[config.mk]
export PLATFORM = sky130hd
export DESIGN_NAME = osd_tep_scheduler
export DESIGN_NICKNAME = d
export VERILOG_FILES = /design/src/rtl/osd_pkg.sv /design/src/rtl/osd_pair_counter.sv /design/src/rtl/osd_tep_scheduler.sv
export SDC_FILE = /design/constraint.sdc
export NUM_CORES = 1
export LEC_CHECK = 0
export ABC_AREA = 1
export CAP_MARGIN = 20
export CORE_ASPECT_RATIO = 0.5
export CORE_MARGIN = 1.5
export CORE_UTILIZATION = 30
export DETAILED_ROUTE_END_ITERATION = 10
export GPL_TIMING_DRIVEN = 0
export PLACE_DENSITY = 0.5
export SKIP_CTS_REPAIR_TIMING = 1
export SKIP_LAST_GASP = 1
export SLEW_MARGIN = 20
export SYNTH_ARGS = -nofsm -noshare
export SYNTH_HDL_FRONTEND = slang
export SYNTH_SLANG_ARGS = --single-unit
[constraint.sdc]
create_clock -name clk -period 4.15 [get_ports clk]
set_input_delay 0.83 -clock clk [delete_from_list [all_inputs] [get_ports clk]]
set_output_delay 0.83 -clock clk [all_outputs]
set_load 0.02 [all_outputs]
[src/rtl/osd_pkg.sv]
`default_nettype none
// ============================================================
// osd_pkg : shared OSD constants, FSM encoding, TEP list sizing
// Revision: 1.0
// ============================================================
package osd_pkg;

   localparam int OSD_K = 8;

   typedef enum logic [2:0] {
      ST_IDLE = 3'd0,
      ST_ORD0 = 3'd1,
      ST_ORD1 = 3'd2,
      ST_ORD2 = 3'd3,
      ST_DONE = 3'd4
   } tep_state_e;

   // Number of patterns in a full sequence; order values above 2 act as 2.
   function automatic int num_teps(input int k, input int ord);
      if (ord == 0)
         return 1;
      else if (ord == 1)
         return 1 + k;
      else
         return 1 + k + (k * (k - 1)) / 2;
   endfunction

endpackage
`default_nettype wire

[src/rtl/osd_pair_counter.sv]
`default_nettype none
// ============================================================
// osd_pair_counter : (i,j) lexicographic pair stepper, i<j;
// steps i alone when i_pair is low. Revision: 1.0
// ============================================================
module osd_pair_counter #(
   parameter int K     = 8,
   parameter int PTR_W = (K > 1) ? $clog2(K) : 1
) (
   input  logic             clk,
   input  logic             rst_n,
   input  logic             i_load,
   input  logic             i_adv,
   input  logic             i_pair,
   output logic [PTR_W-1:0] o_i_nxt,
   output logic [PTR_W-1:0] o_j_nxt,
   output logic             o_last
);

   localparam logic [PTR_W-1:0] C_KM1 = PTR_W'(K - 1);
   localparam logic [PTR_W-1:0] C_KM2 = PTR_W'(K - 2);
   localparam logic [PTR_W-1:0] C_ONE = PTR_W'(1);
   localparam logic [PTR_W-1:0] C_TWO = PTR_W'(2);

   logic [PTR_W-1:0] r_i;
   logic [PTR_W-1:0] r_j;
   logic [PTR_W-1:0] w_i_nxt;
   logic [PTR_W-1:0] w_j_nxt;

   always_comb begin
      w_i_nxt = r_i;
      w_j_nxt = r_j;
      if (i_load) begin
         w_i_nxt = '0;
         w_j_nxt = C_ONE;
      end else if (i_adv) begin
         if (!i_pair) begin
            w_i_nxt = r_i + C_ONE;
         end else if (r_j != C_KM1) begin
            w_j_nxt = r_j + C_ONE;
         end else begin
            w_i_nxt = r_i + C_ONE;
            w_j_nxt = r_i + C_TWO;
         end
      end
   end

   always_ff @(posedge clk) begin
      if (!rst_n) begin
         r_i <= '0;
         r_j <= C_ONE;
      end else begin
         r_i <= w_i_nxt;
         r_j <= w_j_nxt;
      end
   end

   assign o_i_nxt = w_i_nxt;
   assign o_j_nxt = w_j_nxt;
   assign o_last  = i_pair ? ((r_i == C_KM2) && (r_j == C_KM1)) : (r_i == C_KM1);

endmodule
`default_nettype wire

[src/rtl/osd_tep_scheduler.sv]
`default_nettype none
// ============================================================
// osd_tep_scheduler : emits order-0/1/2 test-error patterns over
// a valid/ready stream. Revision: 1.0
// ============================================================
module osd_tep_scheduler
   import osd_pkg::*;
#(
   parameter int K     = OSD_K,
   parameter int IDX_W = 16
) (
   input  logic             clk,
   input  logic             rst_n,
   input  logic             start,
   input  logic [1:0]       order,
   input  logic             abort,
   output logic [K-1:0]     tep,
   output logic             tep_is_2bit,
   output logic [IDX_W-1:0] tep_index,
   output logic             tep_valid,
   input  logic             tep_ready,
   output logic             busy,
   output logic             done,
   output logic [IDX_W-1:0] tep_count
);

   localparam int PTR_W = (K > 1) ? $clog2(K) : 1;
   localparam logic [K-1:0]     C_ONE_HOT = K'(1);
   localparam logic [IDX_W-1:0] C_IDX_ONE = IDX_W'(1);

   tep_state_e       r_state;
   logic [1:0]       r_max_ord;
   logic [K-1:0]     r_tep;
   logic             r_is2;
   logic [IDX_W-1:0] r_index;
   logic             r_valid;
   logic             r_busy;
   logic             r_done;
   logic [IDX_W-1:0] r_count;

   logic             w_accept;
   logic             w_pair;
   logic             w_load;
   logic             w_adv;
   logic             w_last;
   logic [PTR_W-1:0] w_i_nxt;
   logic [PTR_W-1:0] w_j_nxt;
   logic [IDX_W-1:0] w_index_inc;

   // abort wins over a same-cycle handshake
   assign w_accept    = r_valid & tep_ready & ~abort;
   assign w_pair      = (r_state == ST_ORD2);
   assign w_load      = w_accept & ((r_state == ST_ORD0) |
                        ((r_state == ST_ORD1) & w_last & (r_max_ord == 2'd2)));
   assign w_adv       = w_accept & ~w_last & ((r_state == ST_ORD1) | (r_state == ST_ORD2));
   assign w_index_inc = r_index + C_IDX_ONE;

   osd_pair_counter #(
      .K     (K),
      .PTR_W (PTR_W)
   ) u_pair (
      .clk     (clk),
      .rst_n   (rst_n),
      .i_load  (w_load),
      .i_adv   (w_adv),
      .i_pair  (w_pair),
      .o_i_nxt (w_i_nxt),
      .o_j_nxt (w_j_nxt),
      .o_last  (w_last)
   );

   always_ff @(posedge clk) begin
      if (!rst_n) begin
         r_state   <= ST_IDLE;
         r_max_ord <= 2'd0;
         r_tep     <= '0;
         r_is2     <= 1'b0;
         r_index   <= '0;
         r_valid   <= 1'b0;
         r_busy    <= 1'b0;
         r_done    <= 1'b0;
         r_count   <= '0;
      end else begin
         case (r_state)
            ST_IDLE: begin
               if (start) begin
                  r_state   <= ST_ORD0;
                  r_max_ord <= (order == 2'd3) ? 2'd2 : order;
                  r_tep     <= '0;
                  r_is2     <= 1'b0;
                  r_index   <= '0;
                  r_valid   <= 1'b1;
                  r_busy    <= 1'b1;
               end
            end
            ST_ORD0, ST_ORD1, ST_ORD2: begin
               if (abort) begin
                  r_state <= ST_IDLE;
                  r_valid <= 1'b0;
                  r_busy  <= 1'b0;
               end else if (w_accept) begin
                  r_index <= w_index_inc;
                  if ((r_state == ST_ORD0 && r_max_ord == 2'd0) ||
                      (r_state == ST_ORD1 && w_last && r_max_ord == 2'd1) ||
                      (r_state == ST_ORD2 && w_last)) begin
                     r_state <= ST_DONE;
                     r_valid <= 1'b0;
                     r_done  <= 1'b1;
                     r_count <= w_index_inc;
                  end else if (r_state == ST_ORD0) begin
                     r_state <= ST_ORD1;
                     r_tep   <= C_ONE_HOT << w_i_nxt;
                  end else if (r_state == ST_ORD1 && w_last) begin
                     r_state <= ST_ORD2;
                     r_is2   <= 1'b1;
                     r_tep   <= (C_ONE_HOT << w_i_nxt) | (C_ONE_HOT << w_j_nxt);
                  end else if (r_state == ST_ORD1) begin
                     r_tep   <= C_ONE_HOT << w_i_nxt;
                  end else begin
                     r_tep   <= (C_ONE_HOT << w_i_nxt) | (C_ONE_HOT << w_j_nxt);
                  end
               end
            end
            ST_DONE: begin
               r_state <= ST_IDLE;
               r_done  <= 1'b0;
               r_busy  <= 1'b0;
            end
            default: begin
               r_state <= ST_IDLE;
               r_valid <= 1'b0;
               r_busy  <= 1'b0;
               r_done  <= 1'b0;
            end
         endcase
      end
   end

   assign tep         = r_tep;
   assign tep_is_2bit = r_is2;
   assign tep_index   = r_index;
   assign tep_valid   = r_valid;
   assign busy        = r_busy;
   assign done        = r_done;
   assign tep_count   = r_count;

endmodule
`default_nettype wire

==> flow_summary_export.csv, run 1 <==
group,metric,value,unit
status,status,"completed",
placement,pre_cts_ws,1.383,ns
sta,setup_ws,1.705,ns
critical_path,cp_data_required_time,4.38,ns
pwr,p_leak,1.468,nW
clock_tree,cts-buffers-inserted,5,
floorplanning,io_pins,51,
placement,postPlaceCellArea,3605,um^2
placement,gp_congestion,0.8152,
sta,worst_pin_slew,0.7046,ns
critical_path,cp.arrival,2.67,ns
min_path,hp-class,"reg -> reg",
cells_and_area,drive_gt1_share,8.758,%
cells_and_area,multi_input_area,1604,um^2
clock_tree,cts-root-buf,"clkbuf_16",
cells_and_area,regArea,1101,um^2
pwr,peakVddDrop,0.1611,mV
cells_and_area,fin_cells,626,
floorplanning,die_x,143.1,um
sta,clock.fmax,0.4089,GHz
cells_and_area,fillers,1005,
floorplanning,core,9478,um^2
routing,num_vias,2874,
routing,drt-initial-drc-count,136,
routing,wl_per_cell,12.81,um
floorplanning,die_area,10460,um^2
global_route,grt_max_degree,20,
placement,hpwl,6.021,mm
synthesis,syn-num-nets,447,
critical_path,worstPathMaxFanout,7,
critical_path,critPathMaxStageDelay,0.43,ns
cells_and_area,antennaDiodeCount,0,
global_route,grt_pass1_wl,13.75,mm
sta,rsz0062_at_grt,"no",
cells_and_area,area_growth,28.33,%
pwr,p_per_area,395.7,nW/um^2
critical_path,reg2reg_depth,10,
routing,wl_met1,4.101,mm
clock_tree,clk_latency,0.30,ns
critical_path,cp.buffers_inverters,3,
cells_and_area,final_cell_mix,"120 x nand2_1, 55 x dfxtp_1, 49 x clkdlybuf4s50_1, 44 x nor2_1, 39 x inv_1",
placement,port_buffers,49,
sta,hold_viol_final,0,
critical_path,critPathMostFrequentCell,"nand2_1",
synthesis,synth_seq_cells,55,
routing,wirelength,8.018,mm
critical_path,worstPathCellList,"clkdlybuf4s50_1 -> inv_1 -> nand3_1 -> nor2_4 -> inv_1 -> nor2_2 -> nand2_1 -> nand2_2 -> nand2_2 -> nor2_2 -> nand2_1 -> nand2_1 -> nand2_1 -> a21oi_2",
critical_path,critical-path-top-delay-family,"simple AND/OR/NAND/NOR gates",
job,cap_violations,0,
routing,drc_errors,0,
routing,highest_layer,"met4",
global_route,grt_pass1_vias,2835,
cells_and_area,nets,503,
sta,setup_viol,0,
critical_path,path_depth,14,
synthesis,synth.avg_cell_area,6.786,um^2
cells_and_area,layout_commonest_cell,"nand2_1",
sta,relSlewSlack,53.03,%
floorplanning,die_y,73.07,um
cells_and_area,final_cell_area,3780,um^2
min_path,worstHoldPathCells,2,
critical_path,crit_slowest_cell,"clkdlybuf4s50_1",
synthesis,yosys_warnings,0,
clock_tree,clk_pin_slew,0.07,ns
routing,route.met2.wl,3.528,mm
clock_tree,cts_tree,"yes",
placement,dpl.cell_count,618,
synthesis,ys_seq_area_share,37.38,%
clock_tree,clockBufferDepth,2,
critical_path,endpoint_kind,"flop",
sta,post-route-period-util,58.93,%
routing,met3_length,290,um
global_route,antenna_found_initial,0,
critical_path,critPathKind,"in -> reg",
synthesis,netlist_instances,434,
clock_tree,cts.sinks,55,
routing,antenna_left,0,
global_route,grt_overflow,0,
sta,skew,0.01222,ns
critical_path,start_kind,"primary input",
sta,drv_slew,0,
floorplanning,rows,25,
cells_and_area,final_core_util,39.88,%
clock_tree,cts_max_level,2,
routing,drt_first_pass_iters,4,
routing,vias_per_cell,4.591,
floorplanning,initial_core_util,31.08,%
sta,finalCriticalPeriod,2.445,ns
synthesis,synth_area,2945,um^2
global_route,grt_usage,16.75,%
synthesis,synth_cell_types,32,
sta,tns,0,ns
-- final cells by class --
cell class	instances	area share, %
Inverter	44	4.369
Clock buffer	5	3.310
Clock inverter	3	1.324
Sequential cell	55	29.13
Multi-Input combinational cell	322	42.44
Timing Repair Buffer	49	12.98
Buffer	13	1.986
Tap cell	135	4.469
-- where the power goes --
group          internal (W)  switching (W)
logic              0.000129       0.000281
registers          0.000557      0.0000242
clock network      0.000292       0.000214
total              0.000977       0.000519
-- cells by family (layout without fill, tap and decap cells) --
group,Yosys count,count (layout),synth area share [%]
compound gates,74,74,13.59
simple gates,231,231,35.05
flops,55,55,37.38
fa+ha+maj,6,6,2.549
xor+xnor,11,11,3.271
buf+inv,57,114,8.156
-- worst paths after layout --
check / end / startpoint / slack (ns)
worst min-delay path: tep[1] / tep[1] / 0.47
worst min register to register: tep[1] / tep[1] / 0.47
worst max register to register: tep_count[0] / u_pair.r_i[1] / 1.90
worst max-delay path: tep[3] / abort / 1.70
-- through the flow --
stage / hold WS [ns] / power [W]
after global placement: 0.4572 / 0.001006
final: 0.4656 / 0.001496
after floorplan: 0.4720 / 0.0008911
after global routing: 0.4807 / 0.001596
after detailed placement: 0.4580 / 0.001005
after CTS: 0.4698 / 0.001520
-- flip-flops by register name, indices dropped and copies added (netlist names), 2 cells and up --
signal	count
r_state	3
tep_index	16
r_max_ord	2
tep	8
u_pair.r_j	3
u_pair.r_i	3
tep_count	16
-- Yosys cell counts (all sizes together) --
master | number | area, um^2
o22ai | 3 | 18.77
buf | 7 | 52.54
a211oi | 1 | 7.510
clkinv | 1 | 3.750
nor4 | 4 | 25.02
clkbuf | 6 | 22.52
nand2 | 127 | 494.2
inv | 43 | 161.4
ha | 6 | 75.07
dfxtp | 55 | 1101
nand4 | 7 | 43.79
nand3 | 34 | 185.2
a21o | 1 | 7.510
xor2 | 11 | 96.34
a31o | 1 | 8.760
o21ai | 27 | 135.1
or2 | 3 | 18.77
nor3b | 1 | 7.510
nor3 | 4 | 20.02
o21bai | 1 | 7.510
a2bb2oi | 1 | 8.760
nor2 | 51 | 237.7
a21oi | 39 | 206.5
-- per-layer routing --
layer	vias up	GRT usage [%]
met4	0	4.009
met3	8	3.806
met2	40	28.02
met1	1303	22.08
li1	1523	-
met5	-	0
-- tightest hold or removal path: stages, from the launching register on --
cell	delay (ns)
dfxtp_1	0.31
nand2_1	0.06
a21oi_1	0.05
Power figures use the tool's default switching activity.
==> run 2: changes to the inputs <==
- PLACE_DENSITY: 0.5 -> 0.52
- clock period: 4.15 -> 2.05 ns (I/O delays scaled with it)
==> run 2 against run 1 <==
Net effect:
- worst setup slack got worse by 1.6 ns
- largest cell class unchanged
- non-clock buffer count increased by 10
- critical path depth decreased by 1
- wire length increased by 0.91%
==> flow_summary_export.csv, run 2 (synthesized netlist as in run 1, its figures left out) <==
group,metric,value,unit
routing,vias_per_cell,4.593,
sta,drv_slew,0,
sta,post-route-period-util,93.50,%
critical_path,endpoint_kind,"flop",
sta,hold_viol_final,0,
status,status,"completed",
critical_path,cp_data_required_time,2.27,ns
job,cap_violations,0,
critical_path,worstPathMaxFanout,6,
routing,antenna_left,0,
floorplanning,rows,25,
routing,drc_errors,0,
sta,clock.fmax,0.5217,GHz
cells_and_area,area_growth,36.66,%
cells_and_area,layout_commonest_cell,"nand2_1",
cells_and_area,multi_input_area,1783,um^2
placement,hpwl,5.905,mm
cells_and_area,nets,513,
clock_tree,cts-buffers-inserted,5,
routing,drt_first_pass_iters,4,
clock_tree,cts_max_level,2,
global_route,grt_pass1_wl,13.57,mm
cells_and_area,final_core_util,42.47,%
pwr,p_per_area,744.1,nW/um^2
sta,finalCriticalPeriod,1.917,ns
critical_path,cp.arrival,2.14,ns
clock_tree,cts.sinks,55,
global_route,grt_pass1_vias,2786,
sta,worst_pin_slew,0.6276,ns
routing,wirelength,8.091,mm
cells_and_area,fillers,1022,
sta,rsz0062_at_grt,"yes",
clock_tree,clockBufferDepth,2,
critical_path,critPathKind,"reg -> reg",
floorplanning,io_pins,51,
floorplanning,die_x,143.1,um
sta,relSlewSlack,58.16,%
routing,num_vias,2921,
floorplanning,die_area,10460,um^2
critical_path,start_kind,"flop",
placement,gp_congestion,0.8548,
routing,wl_per_cell,12.72,um
cells_and_area,antennaDiodeCount,0,
sta,hold_ws,0.4677,ns
floorplanning,die_y,73.07,um
pwr,peakVddDrop,0.3577,mV
clock_tree,clk_pin_slew,0.07,ns
clock_tree,clk_latency,0.30,ns
global_route,grt_overflow,0,
floorplanning,initial_core_util,31.08,%
global_route,grt_max_degree,19,
floorplanning,core,9478,um^2
cells_and_area,drive_gt1_share,15.77,%
sta,skew,0.01213,ns
cells_and_area,regArea,1110,um^2
cells_and_area,final_cell_mix,"116 x nand2_1, 50 x dfxtp_1, 49 x clkdlybuf4s50_1, 38 x inv_1, 38 x nor2_1",
clock_tree,cts_tree,"yes",
global_route,antenna_found_initial,0,
min_path,hp-class,"reg -> reg",
placement,pre_cts_ws,-0.3090,ns
placement,port_buffers,49,
clock_tree,cts-root-buf,"clkbuf_16",
routing,drt-initial-drc-count,158,
sta,setup_viol,0,
pwr,p_leak,1.542,nW
sta,setup_ws,0.1332,ns
global_route,grt_usage,16.66,%
[run 2: worst paths after layout]
kind,from,end,slack (ns),depth (start not counted)
min,tep[6],tep[6],0.47,2
min reg2reg,tep[6],tep[6],0.47,2
max,u_pair.r_i[0],tep[4],0.13,13
max reg2reg,u_pair.r_i[0],tep[4],0.13,13
[run 2: stage by stage]
step                      TNS, ns  instance area [um^2]  instances  total power (W)
after floorplan                 0                  2945        434         0.001804
after global placement     -6.430                  3605        618         0.002025
after detailed placement   -5.981                  3605        618         0.002028
after CTS                  -2.942                  3754        626         0.002920
after global routing      -0.1075                  4025        636         0.003213
final                           0                  4025        636         0.002995
[run 2: metal layers]
metal | wire (um) | global-route usage [%] | part of all wire (%)
met4 | 129 | 4.811 | 1.6
met2 | 3659 | 27.91 | 45
met5 | 0 | 0 | 0
met3 | 205 | 3.806 | 2.5
met1 | 4096 | 21.63 | 51
[run 2: area by class of cell]
| type | count | share of cell area (%) |
|---|---|---|
| Timing Repair Buffer | 59 | 14.05 |
| Sequential cell | 55 | 27.57 |
| Multi-Input combinational cell | 322 | 44.30 |
| Buffer | 13 | 2.021 |
| Clock buffer | 5 | 3.108 |
| Tap cell | 135 | 4.196 |
| Clock inverter | 3 | 0.5906 |
| Inverter | 44 | 4.165 |
[run 2: report_power, final]
part           switching [W]  total, W  leakage, nW  internal, W
Sequential         0.0000589   0.00119        0.446      0.00113
Clock               0.000419  0.000879       0.0717     0.000460
Combinational       0.000617  0.000929         1.02     0.000312
Total                0.00109   0.00300         1.54      0.00190
[run 2: critical path, stage by stage (launching register included)]
cell,delay (ns)
dfxtp_2,0.35
ha_1,0.20
ha_2,0.20
inv_2,0.09
nand2_1,0.10
nand2_4,0.12
nand2_4,0.08
nand2_1,0.11
nand3_4,0.13
nor2_4,0.17
nand2_1,0.07
nand2_1,0.06
nand2_1,0.05
a21oi_1,0.12
==> run 3: changes to the inputs <==
- PLACE_DENSITY: 0.52 -> not set
==> run 3 against run 2 <==
Net effect:
- flip-flop and latch count is the same
- die area stayed put
- hold slack got worse by 0.0023 ns
- via count rose by 0.89%
- fmax down 2.0%
- global-route usage is 1.0 points lower
- register-to-register slack got worse by 0.02 ns
==> flow_summary_export.csv, run 3 (synthesized netlist as in run 1, its figures left out) <==
group,metric,value,unit
clock_tree,cts.sinks,55,
floorplanning,die_area,10460,um^2
clock_tree,clk_latency,0.30,ns
cells_and_area,antennaDiodeCount,0,
placement,gp_congestion,0.9023,
critical_path,start_kind,"primary input",
routing,antenna_left,0,
sta,skew,0.008304,ns
global_route,grt_overflow,0,
sta,rsz0062_at_grt,"yes",
sta,setup_ws,0.09349,ns
routing,wirelength,7.957,mm
sta,drv_slew,0,
pwr,power.total,0.003096,W
sta,post-route-period-util,95.44,%
critical_path,cp_data_required_time,2.28,ns
floorplanning,initial_core_util,31.08,%
clock_tree,cts_max_level,2,
critical_path,critPathMostFrequentCell,"nand2_1",
cells_and_area,layout_commonest_cell,"nand2_1",
sta,setup_viol,0,
routing,num_vias,2947,
clock_tree,clk_pin_slew,0.07,ns
global_route,grt_pass1_vias,2711,
sta,worst_pin_slew,0.6222,ns
routing,vias_per_cell,4.685,
global_route,use_met2,26.46,%
critical_path,crit_slowest_cell,"clkdlybuf4s50_1",
sta,relSlewSlack,58.52,%
cells_and_area,area_growth,34.66,%
routing,drt-initial-drc-count,188,
critical_path,critPathKind,"in -> reg",
job,cap_violations,0,
clock_tree,clockBufferDepth,2,
global_route,grt_max_degree,18,
global_route,grt_usage,15.64,%
cells_and_area,drive_gt1_share,14.78,%
global_route,grt_util_met1,20.66,%
routing,drc_errors,0,
cells_and_area,final_cell_mix,"116 x nand2_1, 50 x dfxtp_1, 49 x clkdlybuf4s50_1, 42 x nor2_1, 36 x inv_1",
critical_path,cp.arrival,2.18,ns
pwr,peakVddDrop,0.3350,mV
clock_tree,cts-buffers-inserted,5,
critical_path,endpoint_kind,"flop",
critical_path,critPathMaxStageDelay,0.53,ns
floorplanning,rows,25,
clock_tree,cts-root-buf,"clkbuf_16",
critical_path,worstPathMaxFanout,6,
min_path,hp-class,"reg -> reg",
global_route,antenna_found_initial,0,
global_route,grt_pass1_wl,12.90,mm
critical_path,worstPathCellList,"clkdlybuf4s50_1 -> nand3_4 -> nor2_4 -> buf_4 -> nand2_4 -> nand2_1 -> nand3_4 -> nor2_4 -> nand2_1 -> nand2_1 -> nand2_1 -> a21oi_2",
pwr,p_leak,1.504,nW
cells_and_area,fillers,990,
global_route,grt_use_met3,2.690,%
clock_tree,cts_tree,"yes",
routing,wl_per_cell,12.65,um
placement,hpwl,5.790,mm
sta,clock.fmax,0.5111,GHz
floorplanning,die_y,73.07,um
pwr,p_per_area,780.6,nW/um^2
placement,pre_cts_ws,-0.2710,ns
routing,drt_first_pass_iters,4,
floorplanning,io_pins,51,
status,status,"completed",
sta,finalCriticalPeriod,1.957,ns
global_route,grt.busiest_layer,"met2",
sta,hold_viol_final,0,
floorplanning,core,9478,um^2
placement,port_buffers,49,
cells_and_area,nets,506,
floorplanning,die_x,143.1,um
==> run 3: cell count changes in the layout (fill, tap and decap cells not counted), sizes merged <==
| cell | change |
|---|---|
| buf | -8 |
| bufinv | +1 |
| clkbuf | +2 |
| clkinv | -1 |
| clkinvlp | -1 |
==> run 3: where the power goes <==
part           leakage [nW]  switching [W]  total (W)  internal, W
combinational         0.970       0.000604   0.000893     0.000289
clock                0.0875       0.000406    0.00102     0.000615
sequential            0.446      0.0000553    0.00118      0.00113
total                  1.50        0.00106    0.00310      0.00203
==> run 3: routing by layer <==
metal | vias to the layer above | wire length (um)
li1 | 1528 | -
met1 | 1363 | 4023
met2 | 48 | 3598
met3 | 8 | 256
met4 | 0 | 78
met5 | - | 0
==> run 3: layout make-up <==
type	count	area (um^2)	share of cell area (%)
clock inverter	2	38.79	0.9779
buffer	13	83.83	2.114
sequential	55	1112	28.04
timing repair buffer	52	513.0	12.93
multi-input combinational	322	1743	43.94
tap	135	168.9	4.259
clock buffer	6	138.9	3.502
inverter	44	167.7	4.227
==> run 3: critical path, delay by kind of cell <==
family,cells,cell delay [ns]
AO/OA/AOI/OAI,1,0.12
buffers and inverters,2,0.69
AND/OR/NAND/NOR,9,0.96
==> run 3: final timing paths <==
kind / cells after the start / start / slack, ns / end
max reg2reg: 11 / u_pair.r_i[1] / 0.11 / tep_count[12]
min: 2 / tep[6] / 0.47 / tep[6]
max: 12 / tep_ready / 0.09 / tep[5]
min reg2reg: 2 / tep[6] / 0.47 / tep[6]
==> run 3: stage by stage <==
step	std cells	area (um^2)	utilization, %	TNS (ns)	hold slack, ns
floorplan	434	2945	-	0	0.4720
global placement	618	3605	38.03	-5.206	0.4573
detailed placement	618	3605	38.03	-5.599	0.4587
CTS	626	3782	39.91	-3.011	0.4697
global route	629	3966	41.85	-0.2534	0.4909
finish	629	3966	41.85	0	0.4653
